===== src/rtl/pwm_deadtime_gen.sv =====
// pwm_deadtime_gen: complementary half-bridge gate driver with dead time and fault latch; PWM_DEADTIME_STATS_EN enables swallow_cnt
module pwm_deadtime_gen #(
  parameter int DT_WIDTH  = 8,
  parameter int CNT_WIDTH = 16
) (
  input  logic                 clk,
  input  logic                 rst,
  input  logic                 pwm_in,
  input  logic                 enable,
  input  logic [DT_WIDTH-1:0]  dead_time,
  input  logic                 fault,
  input  logic                 fault_clear,
  output logic                 gate_hi,
  output logic                 gate_lo,
  output logic                 fault_latched,
  output logic                 dt_active,
  output logic [CNT_WIDTH-1:0] swallow_cnt
);
  typedef enum logic [2:0] {IDLE, DT_TO_HI, HI_ON, DT_TO_LO, LO_ON, FAULT} state_t;
  state_t state, nxt;
  logic p_q;
  logic [DT_WIDTH-1:0] counter;
  logic [DT_WIDTH-1:0] dt_load;
  logic cnt_one, in_dt, load;
  assign dt_load = dead_time == '0 ? DT_WIDTH'(1) : dead_time;
  assign cnt_one = counter == DT_WIDTH'(1);
  // Next state: fault beats disable, disable beats normal sequencing; an edge back on pwm aborts dead time
  always_comb begin
    nxt = state;
    if (fault) nxt = FAULT;
    else if (state == FAULT) nxt = fault_clear ? IDLE : FAULT;
    else if (!enable) nxt = IDLE;
    else
      case (state)
        IDLE:     nxt = p_q ? DT_TO_HI : DT_TO_LO;
        LO_ON:    nxt = p_q ? DT_TO_HI : LO_ON;
        HI_ON:    nxt = p_q ? HI_ON : DT_TO_LO;
        DT_TO_HI: nxt = !p_q ? LO_ON : cnt_one ? HI_ON : DT_TO_HI;
        DT_TO_LO: nxt = p_q ? HI_ON : cnt_one ? LO_ON : DT_TO_LO;
        default:  nxt = IDLE;
      endcase
  end
  assign in_dt = nxt == DT_TO_HI || nxt == DT_TO_LO;
  assign load  = in_dt && nxt != state;
  // State, input sample, dead-time counter and outputs decoded from the next state so gates track state on the same edge
  always_ff @(posedge clk) begin
    if (rst) begin
      state         <= IDLE;
      p_q           <= 1'b0;
      counter       <= '0;
      gate_hi       <= 1'b0;
      gate_lo       <= 1'b0;
      fault_latched <= 1'b0;
      dt_active     <= 1'b0;
    end else begin
      state         <= nxt;
      p_q           <= pwm_in;
      counter       <= load ? dt_load : in_dt ? counter - DT_WIDTH'(1) : counter;
      gate_hi       <= nxt == HI_ON;
      gate_lo       <= nxt == LO_ON;
      fault_latched <= nxt == FAULT;
      dt_active     <= in_dt;
    end
  end
`ifdef PWM_DEADTIME_STATS_EN
  logic [CNT_WIDTH-1:0] sw;
  logic abort;
  assign abort = (state == DT_TO_HI && nxt == LO_ON) || (state == DT_TO_LO && nxt == HI_ON);
  // Saturating count of aborted dead intervals, cleared on reset and on leaving FAULT
  always_ff @(posedge clk) begin
    if (rst || (state == FAULT && nxt == IDLE)) sw <= '0;
    else if (abort && sw != '1) sw <= sw + CNT_WIDTH'(1);
  end
  assign swallow_cnt = sw;
`else
  assign swallow_cnt = '0;
`endif
endmodule

===== config.mk =====
export PLATFORM = sky130hd
export DESIGN_NAME = pwm_deadtime_gen
export DESIGN_NICKNAME = d
export VERILOG_FILES = /design/src/rtl/pwm_deadtime_gen.sv
export SDC_FILE = /design/constraint.sdc
export NUM_CORES = 1
export LEC_CHECK = 0
export BUFFER_PORTS_ARGS = -buffer_cell sky130_fd_sc_hd__buf_4
export CAP_MARGIN = 40
export CORE_ASPECT_RATIO = 1.2
export CORE_MARGIN = 2
export CORE_UTILIZATION = 57
export CTS_BUF_LIST = sky130_fd_sc_hd__clkbuf_8
export CTS_CLUSTER_SIZE = 25
export DETAILED_ROUTE_END_ITERATION = 8
export PLACE_DENSITY = 0.87
export SYNTH_ARGS = -nofsm -noshare
export SYNTH_HDL_FRONTEND = slang
export SYNTH_SLANG_ARGS = --single-unit

===== constraint.sdc =====
create_clock -name clk -period 4 [get_ports clk]
set_input_delay 0.8 -clock clk [delete_from_list [all_inputs] [get_ports clk]]
set_output_delay 0.8 -clock clk [all_outputs]
set_load 0.02 [all_outputs]

==> run metrics, run 1 <==
post-synthesis cell count approximately 140; PortBufs 17; routability cong. just over 0.9; setup TNS 0 ns; Tmin final 2.34 ns; Die W around 45 um; Final Power ~0.44 mW; final routed DRC violation total 0; GRT Total Usage 0.210; Clock Tree Buf Depth 2; cts repair resizes 0; crit path max fanout 15; worst vdd ir 0.227 mV; Mean Syn Cell Area 8.03 um^2; Final HPWL DP approximately 1700 um; clk root buf clkbuf_8; Seq/Total Area, Yosys 0.283; FF+latch count, synth 16; Core Area approximately 1900 um^2; crit share post-route 0.586; Hold-fix buffers, CTS 0; crit path capture type flip-flop; Routed Antenna Nets 0; outcome finished, final reports clean; Setup Buffers After CTS 0; final instance area approximately 1200 um^2; Final Hold Fails 0; dpl cell area between 1000 and 1500 um^2; Starting DRT DRC Count 28; Max Slew Vio Count 0; final setup violation count 0; fmax 427 MHz; row cnt 17; PwrDens about 360 nW/um^2; post-synthesis cell type count 39; first-pass GRT wire length about 3600 um; Hold WC Path Type reg2reg; Nets ~170; vias per cell about 5.6; unrepaired setup endpoints after global routing no; Top FF cell, synth dfxtp_1; worst endpoint data arrival time roughly 2.5 ns; Slew headroom 0.626; Lkg Pwr 0.552 nW; Worst-path clk slew around 0.06 ns; share of cells above drive strength 1 0.164; CTS tree built; number of I/O pins 34; Post-Route Skew between 0.002 and 0.003 ns; ys async rst share 0; Via Count about 970; final WL 2220 um; chip height around 53 um; Initial Util 0.612; Sink Count 16; initial antenna violation count 0; Die ar. 2360 um^2; Setup Crit Path Kind reg2reg; Startpoint Class flip-flop; drt first pass iters 4; CTS H-tree lvls 1; actual slew at the worst max-slew pin between 0.5 and 0.6 ns; antenna cells 0; CP required 4.18 ns; Ys Warns 0; clock latency at the later pin of the worst-skew pair 0.25 ns; vias in the first global route between 800 and 900; Area growth, synth to finish 8.40%; Max-Cap Viols 0; GRT overflow 0; EDFF count, synth 0; number of buffers created by CTS 3; cell area after synthesis between 1000 and 1500 um^2; drt wl/cell between 10 and 15 um; largest net degree at the start of global routing 16
placed cells by master (no fill, tap or decap), types with 3 or more instances in the layout:
| master | synthesis | final |
|---|---|---|
| nand2b_1 | 3 | 3 |
| conb_1 | 1 | 16 |
| nor3_1 | 3 | 3 |
| inv_1 | 15 | 15 |
| a211oi_1 | 3 | 3 |
| nand2_1 | 4 | 4 |
| nor4_1 | 4 | 4 |
| mux2i_1 | 8 | 8 |
| a21oi_1 | 12 | 12 |
| nand3_1 | 3 | 3 |
| dfxtp_1 | 16 | 16 |
| clkbuf_8 | 0 | 4 |
| nor2_1 | 10 | 10 |
| buf_4 | 16 | 17 |
| or3_1 | 3 | 3 |
| o32ai_1 | 6 | 6 |
cells by family after synthesis:
kind of cell             synth area share
multiplexers                       0.0707
other                             0.00331
AO/OA/AOI/OAI                       0.198
flip-flops                          0.283
AND/OR/NAND/NOR                     0.218
XOR/XNOR                          0.00774
adder cells (fa/ha/maj)            0.0221
buffers and inverters               0.198
area by class of cell:
class	count	area, um^2
Sequential cell	16	320
Inverter	15	56.3
Tap cell	19	23.8
Clock buffer	4	55.1
Timing Repair Buffer	17	128
Multi-Input combinational cell	100	644
Fill cell	164	623
report_power, final:
part           switching [mW]  internal (mW)
Combinational          0.0686         0.0482
Clock                  0.0562         0.0875
Sequential             0.0121          0.169
metal layers:
layer | GRT usage | wire, um
met1 | 0.240 | 938
met2 | 0.362 | 1120
met3 | 0.0414 | 116
met4 | 0.106 | 45
met5 | 0 | 0
worst max-delay path, cell delays in order, from the launching register on:
cell and delay [ns]:
dfxtp_1 0.33, inv_1 0.11, ha_1 0.16, nor3b_2 0.29, a211oi_2 0.13, a211o_1 0.30
o211a_1 0.34, or3_1 0.43, a31oi_1 0.17
synthesized netlist by cell type (3+ instances only):
library cell   n  area [um^2]
buf_2          5         25.0
nand2_1        4         15.0
clkbuf_1       3         11.3
buf_4         16          120
or3_1          3         18.8
dfxtp_1       16          320
nor4_1         4         25.0
a21oi_1       12         60.1
nor3_1         3         15.0
nand2b_1       3         18.8
nand3_1        3         15.0
mux2i_1        8         80.1
a211oi_1       3         22.5
nor2_1        10         37.5
inv_1         15         56.3
o32ai_1        6         52.6
worst paths after layout:
kind,startpoint,endpoint,slack (ns),depth (start not counted)
worst min-delay path,counter[7],counter[7],0.51,2
worst max register to register,counter[1],counter[0],1.66,8
worst max-delay path,counter[1],counter[0],1.66,8
worst min register to register,counter[7],counter[7],0.51,2
flip-flops by register name, summed over array words and instances (netlist names):
| signal | cells |
|---|---|
| dt_active | 1 |
| gate_hi | 1 |
| counter | 8 |
| fault_latched | 1 |
| gate_lo | 1 |
| state | 3 |
| p_q | 1 |
per-stage QoR:
step	util	hold WS [ns]	setup WS, ns	cells
final	0.663	0.510	1.66	171
after global routing	0.663	0.558	1.47	171
after CTS	0.663	0.512	1.68	171
after detailed placement	0.634	0.502	1.56	167
after global placement	0.634	0.494	1.61	167
after floorplan	-	0.478	1.91	156
No activity file was read; power rests on OpenSTA's default activity.
==> run 2: changes to the inputs <==
--- a/config.mk
+++ b/config.mk
@@ -9,11 +9,11 @@
 export CAP_MARGIN = 40
 export CORE_ASPECT_RATIO = 1.2
 export CORE_MARGIN = 2
-export CORE_UTILIZATION = 57
+export CORE_UTILIZATION = 48
 export CTS_BUF_LIST = sky130_fd_sc_hd__clkbuf_8
 export CTS_CLUSTER_SIZE = 25
 export DETAILED_ROUTE_END_ITERATION = 8
-export PLACE_DENSITY = 0.87
+export PLACE_DENSITY = 0.78
 export SYNTH_ARGS = -nofsm -noshare
 export SYNTH_HDL_FRONTEND = slang
 export SYNTH_SLANG_ARGS = --single-unit
==> constraint.sdc (replaced) <==
create_clock -name clk -period 2.1 [get_ports clk]
set_input_delay 0.42 -clock clk [delete_from_list [all_inputs] [get_ports clk]]
set_output_delay 0.42 -clock clk [all_outputs]
set_load 0.02 [all_outputs]
==> run 2 against run 1 <==
Against the previous run: sequential share of layout area shrank 3.1 points; via count grew 7.0%; global-route usage shrank 3.3 points; largest cell class unchanged; highest routed layer unchanged.
==> run metrics, run 2 (same netlist as run 1, synthesis figures left out) <==
Largest regs counter: 8 flops, state: 3 flops (unchanged); clock latency at the later pin of the worst-skew pair 0.26 ns (was 0.25 ns); crit path max fanout 3 (was 15); Final HPWL DP 1760 um (was 1660 um); setup ws final 0.00386 ns (was 1.66 ns); CP cell instances inv_2, ha_4, nor3b_4, buf_4, a211oi_2, o211ai_1, or2_1, or3_1, a31oi_1 (was inv_1, ha_1, nor3b_2, a211oi_2, a211o_1, o211a_1, or3_1, a31oi_1); CP required 2.29 ns (was 4.18 ns); final WL 2590 um (was 2220 um); most common cell after layout, fill and taps aside buf_4 (unchanged); Nets 183 (was 169); Post-Route Skew 0.0112 ns (was 0.00260 ns); register area 329 um^2 (was 320 um^2); routability cong. 0.868 (was 0.917); Setup Crit Path Kind reg2reg (unchanged); Buf+Inv Stages, Crit Path 2 (was 1); vias per cell 5.25 (was 5.65); Clk pwr share 0.309 (was 0.325); Worst-path clk slew 0.07 ns (was 0.06 ns); sequential fraction of design power 0.378 (was 0.410); Final Hold Fails 0 (unchanged); dpl cell area 1220 um^2 (was 1170 um^2); GRT overflow 0 (unchanged); vias in the first global route 903 (was 862); Routed Antenna Nets 0 (unchanged); sw frac 0.322 (was 0.310); PortBufs 17 (unchanged); outcome finished, final reports clean (unchanged); worst vdd ir 0.422 mV (was 0.227 mV); final routed DRC violation total 0 (unchanged); Hold WC Path Type in2reg (was reg2reg); fmax 477 MHz (was 427 MHz); largest net degree at the start of global routing 14 (was 16); Sink Count 16 (unchanged); Die W 48.3 um (was 44.7 um); crit path capture type flip-flop (unchanged); Tmin final 2.10 ns (was 2.34 ns); worst endpoint data arrival time 2.29 ns (was 2.53 ns); Logic pwr share 0.313 (was 0.265); fillers 202 (was 164); chip height 57.2 um (was 52.8 um); antenna cells 0 (unchanged); Initial Util 0.501 (was 0.612); Final Power 0.916 mW (was 0.441 mW); share of cells above drive strength 1 0.325 (was 0.164); Multi-input gate area 707 um^2 (was 644 um^2); PwrDens 640 nW/um^2 (was 360 nW/um^2); final instance area 1430 um^2 (was 1230 um^2); drt first pass iters 4 (unchanged); GRT Total Usage 0.178 (was 0.210); NetSw 0.295 mW (was 0.137 mW); Max Slew Vio Count 0 (unchanged); unrepaired setup endpoints after global routing yes (was no); crit-path leading delay family simple AND/OR/NAND/NOR gates (was compound AO/OA/AOI/OAI gates); row cnt 19 (was 17); Max-Cap Viols 0 (unchanged); actual slew at the worst max-slew pin 0.509 ns (was 0.561 ns); initial antenna violation count 0 (unchanged); number of buffers created by CTS 3 (unchanged); Starting DRT DRC Count 23 (was 28); Lkg Pwr 0.634 nW (was 0.552 nW); crit share post-route 0.998 (was 0.586); Core Area 2260 um^2 (was 1850 um^2); Via Count 1,034 (was 966); clk root buf clkbuf_8 (unchanged); first-pass GRT wire length 3760 um (was 3640 um); number of I/O pins 34 (unchanged); CTS H-tree lvls 1 (unchanged); Startpoint Class flip-flop (unchanged); Max stage delay on crit path 0.40 ns (was 0.43 ns); Reg with most FFs counter (unchanged); Slew headroom 0.658 (was 0.626); DP Worst Slack -0.00386 ns (was 1.56 ns); Area growth, synth to finish 26.3% (was 8.40%); drt wl/cell 13.2 um (was 13.0 um); commonest cells after routing, fill and taps aside 28 x buf_4, 16 x conb_1, 14 x inv_1 (was 17 x buf_4, 16 x conb_1, 16 x dfxtp_1); Clock Tree Buf Depth 2 (unchanged); Die ar. 2770 um^2 (was 2360 um^2); CTS tree built (unchanged); Pint 0.621 mW (was 0.304 mW); Worst path slowest cell or3_1 (unchanged); final setup violation count 0 (unchanged); max reg flops 8 (unchanged)
run 2: power groups by stage:
stage	clock [mW]	combinational, mW	sequential [mW]
6_report	0.283	0.287	0.346
5_1_grt	0.302	0.314	0.348
4_1_cts	0.288	0.236	0.344
3_5_place_dp	0	0.231	0.351
3_3_place_gp	0	0.225	0.350
2_1_floorplan	0	0.203	0.343
run 2: per-stage QoR:
step / util / hold WS, ns / cells / setup TNS [ns]
floorplan: - / 0.478 / 156 / 0
global placement: 0.539 / 0.505 / 183 / 0
detailed placement: 0.539 / 0.514 / 183 / -0.00386
CTS: 0.569 / 0.369 / 188 / 0
global route: 0.633 / 0.392 / 197 / -0.522
finish: 0.633 / 0.365 / 197 / 0
run 2: area by class of cell:
class | count | share of cell area
multi-input combinational | 100 | 0.494
sequential | 16 | 0.230
timing repair buffer | 31 | 0.171
clock buffer | 4 | 0.0385
inverter | 15 | 0.0394
tap | 31 | 0.0271
run 2: routing by layer:
| layer | vias up | part of all wire | track usage |
|---|---|---|---|
| met3 | 13 | 0.042 | 0.0340 |
| met1 | 482 | 0.39 | 0.188 |
| met5 | - | 0 | 0 |
| met2 | 31 | 0.53 | 0.327 |
| met4 | 0 | 0.046 | 0.110 |
| li1 | 508 | - | - |
run 2: worst paths after layout:
kind | startpoint | to | slack, ns | depth (start not counted)
max | counter[1] | counter[0] | 0.004 | 9
min | pwm_in | p_q | 0.37 | 2
max reg2reg | counter[1] | counter[0] | 0.004 | 9
min reg2reg | counter[7] | counter[7] | 0.54 | 2
run 2: repair_timing:
action / CTS / global route
setup buffers: 1 / 9
endpoints found under the hold margin: 0 / 0
pin swaps: 1 / 10
hold buffers: 0 / 0
endpoints found under the setup margin: 1 / 8
gates resized for setup: 1 / 20
